<file path="config.mk">
export PLATFORM = sky130hd
export DESIGN_NAME = cache_arbiter_flat
export DESIGN_NICKNAME = d
export VERILOG_FILES = /design/src/rtl/cache_arbiter_if.sv /design/src/rtl/cache_arbiter.sv /design/src/flat_wrapper.sv
export SDC_FILE = /design/constraint.sdc
export NUM_CORES = 1
export LEC_CHECK = 0
export ABC_AREA = 1
export BUFFER_PORTS_ARGS = -buffer_cell sky130_fd_sc_hd__buf_4
export CAP_MARGIN = 20
export CORE_AREA = 5 5 538 540
export DETAILED_ROUTE_END_ITERATION = 8
export DIE_AREA = 0 0 543 545
export GPL_ROUTABILITY_DRIVEN = 0
export SYNTH_ARGS = -nofsm -noshare
export SYNTH_HDL_FRONTEND = slang
export SYNTH_SLANG_ARGS = --single-unit
</file>
<file path="constraint.sdc">
create_clock -name clk -period 2.8 [get_ports clk]
set_clock_uncertainty 0.2 [all_clocks]
set_input_delay 0.7 -clock clk [delete_from_list [all_inputs] [get_ports clk]]
set_output_delay 0.7 -clock clk [all_outputs]
set_load 0.03 [all_outputs]
</file>
<file path="src/rtl/cache_arbiter_if.sv">
// Bundles the I-cache, D-cache and downstream line-transfer signals of the cache arbiter.
// Latency: none (wires only).
// Backpressure: requests stay high until a resp pulse; downstream completes with mem_resp.
interface cache_arbiter_if #(
    parameter int ADDR_W = 32,
    parameter int LINE_W = 256
);
    // I-cache side
    logic              i_read;
    logic [ADDR_W-1:0] i_address;
    logic [LINE_W-1:0] i_rdata;
    logic              i_resp;

    // D-cache side
    logic              d_read;
    logic              d_write;
    logic [ADDR_W-1:0] d_address;
    logic [LINE_W-1:0] d_wdata;
    logic [LINE_W-1:0] d_rdata;
    logic              d_resp;

    // Downstream (write-eviction buffer) side
    logic              mem_read;
    logic              mem_write;
    logic [ADDR_W-1:0] mem_address;
    logic [LINE_W-1:0] mem_wdata;
    logic [LINE_W-1:0] mem_rdata;
    logic              mem_resp;

    logic              grant_d;

    // Arbiter view
    modport slave (
        input  i_read, i_address,
        input  d_read, d_write, d_address, d_wdata,
        input  mem_rdata, mem_resp,
        output i_rdata, i_resp, d_rdata, d_resp,
        output mem_read, mem_write, mem_address, mem_wdata,
        output grant_d
    );

    // Environment view: requesters plus downstream memory
    modport master (
        output i_read, i_address,
        output d_read, d_write, d_address, d_wdata,
        output mem_rdata, mem_resp,
        input  i_rdata, i_resp, d_rdata, d_resp,
        input  mem_read, mem_write, mem_address, mem_wdata,
        input  grant_d
    );
endinterface

</file>
<file path="src/rtl/cache_arbiter.sv">
// Arbitrates I-cache and D-cache line requests onto one downstream port, D preferred with a starvation cap.
// Latency: mem request 1 cycle after grant decision; resp/rdata combinational from mem_resp; 1 IDLE cycle between jobs.
// Backpressure: a granted access is held until mem_resp; the losing requester simply waits with its request high.
module cache_arbiter #(
    parameter int ADDR_W       = 32,
    parameter int LINE_W       = 256,
    parameter int MAX_D_STREAK = 4
) (
    input  logic           clk,
    input  logic           rst_n,
    cache_arbiter_if.slave bus
);
    localparam int SW = (MAX_D_STREAK < 1) ? 1 : $clog2(MAX_D_STREAK + 1);
    localparam logic [SW-1:0] STREAK_MAX = SW'(MAX_D_STREAK);

    typedef enum logic [1:0] {
        IDLE    = 2'd0,
        SERVE_I = 2'd1,
        SERVE_D = 2'd2
    } state_t;

    state_t            state;
    logic [SW-1:0]     d_streak;
    logic [ADDR_W-1:0] addr_q;
    logic [LINE_W-1:0] wdata_q;
    logic              rd_q;
    logic              wr_q;
    logic [LINE_W-1:0] i_rdata_q;
    logic [LINE_W-1:0] d_rdata_q;

    logic d_req;
    logic pick_d;

    // D wins a tie unless it has already taken MAX_D_STREAK grants in a row while I waited
    assign d_req  = bus.d_read | bus.d_write;
    assign pick_d = d_req & ~(bus.i_read & (d_streak == STREAK_MAX));

    // Arbitration FSM: latches the winner's request on leaving IDLE and holds it until mem_resp
    always_ff @(posedge clk or negedge rst_n) begin
        if (!rst_n) begin
            state     <= IDLE;
            d_streak  <= '0;
            addr_q    <= '0;
            wdata_q   <= '0;
            rd_q      <= 1'b0;
            wr_q      <= 1'b0;
            i_rdata_q <= '0;
            d_rdata_q <= '0;
        end else begin
            case (state)
                IDLE: begin
                    if (bus.i_read || d_req) begin
                        if (pick_d) begin
                            state   <= SERVE_D;
                            addr_q  <= bus.d_address;
                            wdata_q <= bus.d_wdata;
                            // a simultaneous read+write request is treated as a write
                            wr_q    <= bus.d_write;
                            rd_q    <= ~bus.d_write;
                            if (!bus.i_read) begin
                                d_streak <= '0;
                            end else if (d_streak != STREAK_MAX) begin
                                d_streak <= d_streak + 1'b1;
                            end
                        end else begin
                            state    <= SERVE_I;
                            addr_q   <= bus.i_address;
                            wdata_q  <= '0;
                            rd_q     <= 1'b1;
                            wr_q     <= 1'b0;
                            d_streak <= '0;
                        end
                    end
                end
                SERVE_I: begin
                    if (bus.mem_resp) begin
                        state     <= IDLE;
                        rd_q      <= 1'b0;
                        wr_q      <= 1'b0;
                        i_rdata_q <= bus.mem_rdata;
                    end
                end
                SERVE_D: begin
                    if (bus.mem_resp) begin
                        state     <= IDLE;
                        rd_q      <= 1'b0;
                        wr_q      <= 1'b0;
                        d_rdata_q <= bus.mem_rdata;
                    end
                end
                default: begin
                    state <= IDLE;
                    rd_q  <= 1'b0;
                    wr_q  <= 1'b0;
                end
            endcase
        end
    end

    // Downstream request comes only from the latches, so requester changes mid-grant are invisible
    assign bus.mem_read    = rd_q;
    assign bus.mem_write   = wr_q;
    assign bus.mem_address = addr_q;
    assign bus.mem_wdata   = wdata_q;
    assign bus.grant_d     = (state == SERVE_D);

    // Completion passes straight through; mem_resp outside a grant is dropped
    assign bus.i_resp  = (state == SERVE_I) & bus.mem_resp;
    assign bus.d_resp  = (state == SERVE_D) & bus.mem_resp;
    assign bus.i_rdata = (state == SERVE_I) ? bus.mem_rdata : i_rdata_q;
    assign bus.d_rdata = (state == SERVE_D) ? bus.mem_rdata : d_rdata_q;
endmodule

</file>
<file path="src/flat_wrapper.sv">
// flat-port wrapper written by rule: the top's interface ports become plain ports
module cache_arbiter_flat 
#(
    parameter int ADDR_W       = 32,
    parameter int LINE_W       = 256,
    parameter int MAX_D_STREAK = 4
)
  (clk, rst_n, bus_i_read, bus_i_address, bus_d_read, bus_d_write, bus_d_address, bus_d_wdata, bus_mem_rdata, bus_mem_resp, bus_i_rdata, bus_i_resp, bus_d_rdata, bus_d_resp, bus_mem_read, bus_mem_write, bus_mem_address, bus_mem_wdata, bus_grant_d);
  cache_arbiter_if #(.ADDR_W(ADDR_W), .LINE_W(LINE_W)) bus_i ();
  input  logic clk;
  input  logic rst_n;
  input wire logic [$bits(bus_i.i_read)-1:0] bus_i_read;
  input wire logic [$bits(bus_i.i_address)-1:0] bus_i_address;
  input wire logic [$bits(bus_i.d_read)-1:0] bus_d_read;
  input wire logic [$bits(bus_i.d_write)-1:0] bus_d_write;
  input wire logic [$bits(bus_i.d_address)-1:0] bus_d_address;
  input wire logic [$bits(bus_i.d_wdata)-1:0] bus_d_wdata;
  input wire logic [$bits(bus_i.mem_rdata)-1:0] bus_mem_rdata;
  input wire logic [$bits(bus_i.mem_resp)-1:0] bus_mem_resp;
  output wire logic [$bits(bus_i.i_rdata)-1:0] bus_i_rdata;
  output wire logic [$bits(bus_i.i_resp)-1:0] bus_i_resp;
  output wire logic [$bits(bus_i.d_rdata)-1:0] bus_d_rdata;
  output wire logic [$bits(bus_i.d_resp)-1:0] bus_d_resp;
  output wire logic [$bits(bus_i.mem_read)-1:0] bus_mem_read;
  output wire logic [$bits(bus_i.mem_write)-1:0] bus_mem_write;
  output wire logic [$bits(bus_i.mem_address)-1:0] bus_mem_address;
  output wire logic [$bits(bus_i.mem_wdata)-1:0] bus_mem_wdata;
  output wire logic [$bits(bus_i.grant_d)-1:0] bus_grant_d;
  assign bus_i.i_read = bus_i_read;
  assign bus_i.i_address = bus_i_address;
  assign bus_i.d_read = bus_d_read;
  assign bus_i.d_write = bus_d_write;
  assign bus_i.d_address = bus_d_address;
  assign bus_i.d_wdata = bus_d_wdata;
  assign bus_i.mem_rdata = bus_mem_rdata;
  assign bus_i.mem_resp = bus_mem_resp;
  assign bus_i_rdata = bus_i.i_rdata;
  assign bus_i_resp = bus_i.i_resp;
  assign bus_d_rdata = bus_i.d_rdata;
  assign bus_d_resp = bus_i.d_resp;
  assign bus_mem_read = bus_i.mem_read;
  assign bus_mem_write = bus_i.mem_write;
  assign bus_mem_address = bus_i.mem_address;
  assign bus_mem_wdata = bus_i.mem_wdata;
  assign bus_grant_d = bus_i.grant_d;
  cache_arbiter #(.ADDR_W(ADDR_W), .LINE_W(LINE_W), .MAX_D_STREAK(MAX_D_STREAK)) u_core (.clk(clk), .rst_n(rst_n), .bus(bus_i));
endmodule
</file>
==> flow_summary.ini, run 1 <==
[floorplanning]
io_pins = 1387
coreArea_mm2 = 0.284
dieWidth_um = 543
rows = 196
die_area_mm2 = 0.296
start_util_pct = 12.5
die_height_um = 545

[logic_synthesis]
ys_ff_latch = 807
syn_avg_cell_area_um2 = 7.97
synth_top_area_share_pct = 56.8
synth_area_leader_cell = dfrtp_1
yosysUniqueCellTypes = 19
synth_seq_area_share_pct = 56.8
ys_warn_count = 0
synth_area_mm2 = 0.0355
synthCells = 4462
synth.top_cells.by_area = dfrtp_1 (57%), nand2_1 (15%), o21ai_0 (7.2%)
syn_nets = 5050

[worst_setup_path]
regToRegStartpoint = u_core.state[1]
crit_fanout = 9
critPathLaunch = u_core.state[0]
startpoint_type = flip-flop
critPathRequiredTime_ps = 1900
cp_data_arrival_time_ps = 2600
critPathCaptureType = primary output
critical_path_class = reg -> out

[route]
dr.pass1.iters = 8
routedWlPerCell_um = 25.5
wirelength_um = 262000
viasPerCell = 3.93
drc_errors = 2
ant_nets = 0
via_count = 40365
first_iter_violations = 3776

[timing]
grt_setup_unrepaired = true
finalHoldViolations = 0
whs_ps = 68.9
setup-tns-final_ps = -264330
fin_crit_ps = 3500
setup_viol = 515
report.final.slew_viol_count = 0
slew_headroom_pct = 56.8
max_freq_ghz = 0.286
min_period_over_period_pct = 125
tightest_slew_ps = 648
setup_ws_ps = -700

[pwr]
worst_ir_drop_vdd_uv = 994
power.density_mw_per_mm2 = 1470
total_power_mw = 95.4
p_leak_nw = 31.6

[final_layout]
design_area_mm2 = 0.0650
final_cell_mix = nand2_1 (1398), buf_4 (1313), dfrtp_1 (806), o21ai_0 (514), nor2_1 (415)
multi_input_area_mm2 = 0.0151
nNetsFinal = 6976
fill_cells = 30761
syn2layout_area_growth_pct = 83.0
drive_above_1_share_pct = 35.8
layout_commonest_cell = nand2_1
ff_latch_area_mm2 = 0.0202

[placed_design]
port_buffers = 1386
placed_area_mm2 = 0.0528
dpl.hpwl_um = 206000

[grt]
grt_pass1_wl_um = 338000
grt_pass1_vias = 38328
grt_use_total_pct = 16.6
grt_antenna_before_repair = 128
overflow = 0
grt_max_degree = 105

[run]
max_cap_violations = 0

[cts]
cts_max_level = 3
clk_path_buf_depth = 4
cts_sinks = 807
path_clk_slew_ps = 60
numCtsBuffers = 103
root_buffer = clkbuf_16
clk_latency_ps = 790
cts_tree = done

[run_status]
status = finished, violations left
violations = design-rule violations, negative setup slack

[hold_path]
hold_class = in -> reg
hp-start = bus_mem_rdata[21]
[final cells by class]
type | count | area share, %
Antenna cell | 42 | 0.162
Inverter | 336 | 1.95
Clock inverter | 41 | 0.748
Multi-Input combinational cell | 3022 | 23.1
Timing Repair Buffer | 2118 | 31.2
Clock buffer | 140 | 4.47
Tap cell | 3762 | 7.24
Sequential cell | 807 | 31.1
[report_power, final]
group	internal, mW	total (mW)	switching (mW)
registers	17.3	21.1	3.81
clock network	7.87	13.8	5.95
logic	22.0	60.4	38.4
total	47.2	95.4	48.1
[synth_stat cells]
| library cell | number |
|---|---|
| a21oi_4 | 1 |
| clkbuf_1 | 149 |
| inv_2 | 2 |
| ha_1 | 6 |
| nor2_2 | 1 |
| nand2_2 | 2 |
| buf_2 | 120 |
| nor2_1 | 514 |
| buf_6 | 1 |
| a21oi_1 | 512 |
| nand4_1 | 2 |
| o21ai_0 | 514 |
| buf_1 | 22 |
| inv_1 | 334 |
| nand3_1 | 69 |
| buf_4 | 5 |
| nand3_2 | 1 |
| nand2_1 | 1400 |
| dfrtp_1 | 807 |
[flip-flops by register name, indices dropped and copies added, names as in the netlist]
| name | flops |
|---|---|
| u_core.bus.mem_address | 32 |
| u_core.d_streak | 3 |
| u_core.bus.mem_read | 1 |
| u_core.i_rdata_q | 256 |
| u_core.d_rdata_q | 256 |
| u_core.state | 2 |
| u_core.bus.mem_wdata | 256 |
| u_core.bus.mem_write | 1 |
[cell families after synthesis]
family | share of synthesized area (%)
AND/OR/NAND/NOR | 21.3
AO/OA/AOI/OAI | 14.5
flip-flops | 56.8
buffers and inverters | 7.18
adder cells (fa/ha/maj) | 0.211
[path summary, 6_finish.rpt]
path	end	slack [ps]	depth (start not counted)
max reg2reg	u_core.bus.mem_wdata[38]	160	10
min reg2reg	u_core.bus.mem_wdata[22]	270	2
min	u_core.d_rdata_q[21]	70	3
max	bus_i_rdata[150]	-700	8
max in group asynchronous	u_core.d_rdata_q[63]	1180	4
min in group asynchronous	u_core.i_rdata_q[124]	240	2
[layer usage]
layer / vias to the layer above / global-route usage (%) / wire length, µm
met2: 2302 / 23.2 / 104000
met1: 19464 / 21.1 / 110000
met3: 533 / 9.73 / 37800
li1: 17982 / - / -
met4: 84 / 5.07 / 9940
met5: - / 1.07 / 986
[worst max-delay path, stage by stage, from the launching register on]
cell and delay (ps):
dfrtp_1 400, buf_6 130, ha_4 180, buf_12 150, clkbuf_16 190, buf_6 160
clkbuf_16 180, a21oi_1 180, buf_4 200
[stage by stage]
| step | cells | worst slack, ps | util [%] |
|---|---|---|---|
| after floorplan | 4462 | -84.4 | - |
| after global placement | 9526 | -430 | 18.6 |
| after detailed placement | 9526 | -427 | 18.6 |
| after CTS | 10183 | -775 | 22.1 |
| after global routing | 10239 | -795 | 22.9 |
| final | 10268 | -700 | 22.9 |
[what timing repair did]
| item | in CTS | in global routing |
|---|---|---|
| gates cloned | 30 | 25 |
| pin swaps | 35 | 50 |
| endpoints found under the hold margin | 578 | 0 |
| resized for setup | 329 | 374 |
| setup buffers | 47 | 26 |
| setup endpoints to repair | 515 | 515 |
| hold buffers | 399 | 0 |
Power figures use the tool's default switching activity.
==> run 2: changes to the inputs <==
--- a/config.mk
+++ b/config.mk
@@ -8,9 +8,9 @@
 export ABC_AREA = 1
 export BUFFER_PORTS_ARGS = -buffer_cell sky130_fd_sc_hd__buf_4
 export CAP_MARGIN = 20
-export CORE_AREA = 5 5 538 540
+export CORE_AREA = 5 5 533 535
 export DETAILED_ROUTE_END_ITERATION = 8
-export DIE_AREA = 0 0 543 545
+export DIE_AREA = 0 0 538 540
 export GPL_ROUTABILITY_DRIVEN = 0
 export SYNTH_ARGS = -nofsm -noshare
 export SYNTH_HDL_FRONTEND = slang
==> constraint.sdc (replaced) <==
create_clock -name clk -period 4.1 [get_ports clk]
set_clock_uncertainty 0.2 [all_clocks]
set_input_delay 1.025 -clock clk [delete_from_list [all_inputs] [get_ports clk]]
set_output_delay 1.025 -clock clk [all_outputs]
set_load 0.03 [all_outputs]
==> flow_summary.ini, run 2 (synthesis results as in run 1) <==
[cts]
cts_sinks = 807
cts_tree = done
clk_path_buf_depth = 4
path_clk_slew_ps = 60
cts_max_level = 3
numCtsBuffers = 103
clk_latency_ps = 810
root_buffer = clkbuf_16

[route]
first_iter_violations = 3242
routedWlPerCell_um = 26.1
via_count = 36522
dr.pass1.iters = 7
wirelength_um = 252000
ant_nets = 0
drc_errors = 0
viasPerCell = 3.79

[placed_design]
placed_area_mm2 = 0.0508
port_buffers = 1386
dpl.hpwl_um = 210000
place_inst = 9396

[final_layout]
syn2layout_area_growth_pct = 53.7
layout_commonest_cell = buf_4
final_cells = 9628
ff_latch_area_mm2 = 0.0202
final_core_util_pct = 19.6
nNetsFinal = 6377
design_area_mm2 = 0.0546
final_cell_mix = buf_4 (1464), nand2_1 (1398), dfrtp_1 (807), nor2_1 (514), o21ai_0 (514)
drive_above_1_share_pct = 28.8
fill_cells = 31312
multi_input_area_mm2 = 0.0129

[floorplanning]
coreArea_mm2 = 0.278
io_pins = 1387
die_area_mm2 = 0.291
dieWidth_um = 538
rows = 194
die_height_um = 540
start_util_pct = 12.8

[worst_setup_path]
critPathRequiredTime_ps = 2870
critical_path_class = reg -> out
critPathCaptureType = primary output
startpoint_type = flip-flop
crit_fanout = 21
cp_data_arrival_time_ps = 2760

[grt]
grt_use_total_pct = 16.5
grt_pass1_wl_um = 323000
grt_max_degree = 193
grt_antenna_before_repair = 174
overflow = 0
grt_pass1_vias = 34174

[hold_path]
hold_class = in -> reg

[run_status]
status = finished clean

[pwr]
total_power_mw = 58.4
p_leak_nw = 27.8
power.density_mw_per_mm2 = 1070
worst_ir_drop_vdd_uv = 724

[timing]
setup_viol = 0
setup-tns-final_ps = 0
min_period_over_period_pct = 97.2
finalHoldViolations = 0
fin_crit_ps = 3990
max_freq_ghz = 0.251
tightest_slew_ps = 1000
grt_setup_unrepaired = false
slew_headroom_pct = 33.1
report.final.slew_viol_count = 0

[run]
max_cap_violations = 0
## run 2: critical path: stages (launching register included)
cell and delay (ps):
dfrtp_1 420, inv_1 150, ha_4 250, buf_6 270
buf_4 210, nor2_1 50, a21oi_1 320, buf_4 250
## run 2: layout make-up
class	instances	area share (%)
Sequential cell	807	37.0
Antenna cell	38	0.174
Inverter	336	2.32
Clock inverter	37	1.01
Clock buffer	145	5.34
Multi-Input combinational cell	3022	23.6
Tap cell	3724	8.53
Timing Repair Buffer	1519	22.1
## run 2: per-stage QoR
| step | hold slack, ps | worst slack (ps) |
|---|---|---|
| detailed placement | 259 | 403 |
| CTS | 112 | 0.421 |
| finish | 202 | 114 |
| global route | 152 | 1.63 |
| global placement | 256 | 453 |
| floorplan | 254 | 824 |
## run 2: worst paths after layout
path | cells past startpoint | endpoint | slack, ps | startpoint
hold / removal | 3 | u_core.bus.mem_wdata[21] | 200 | bus_d_wdata[21]
max in group asynchronous | 4 | u_core.d_rdata_q[173] | 2090 | rst_n
hold reg to reg | 2 | u_core.bus.mem_wdata[205] | 270 | u_core.bus.mem_wdata[205]
setup / recovery | 7 | bus_d_rdata[220] | 110 | u_core.state[0]
setup reg to reg | 8 | u_core.bus.mem_wdata[201] | 1000 | u_core.state[0]
min in group asynchronous | 2 | u_core.d_rdata_q[227] | 560 | rst_n
## run 2: power by group
part | switching [mW] | internal [mW]
clock | 3.95 | 5.66
sequential | 2.34 | 11.8
combinational | 24.0 | 10.6
## run 2: metal layers
layer	vias up	track usage [%]	routed length [µm]	part of all wire, %
li1	16758	-	-	-
met1	17250	18.8	95100	38
met2	1881	23.1	100000	40
met3	479	12.3	43600	17
met4	154	6.73	11600	4.6
met5	-	0	965	0.38
## run 2: timing repair
action / 4_1_cts / 5_1_grt
pin swaps: 1 / 0
hold endpoints to repair: 4 / 0
gates resized for setup: 14 / 5
setup buffers: 8 / 1
hold buffers: 1 / 0
gates cloned: 2 / 1
endpoints found under the setup margin: 272 / 35
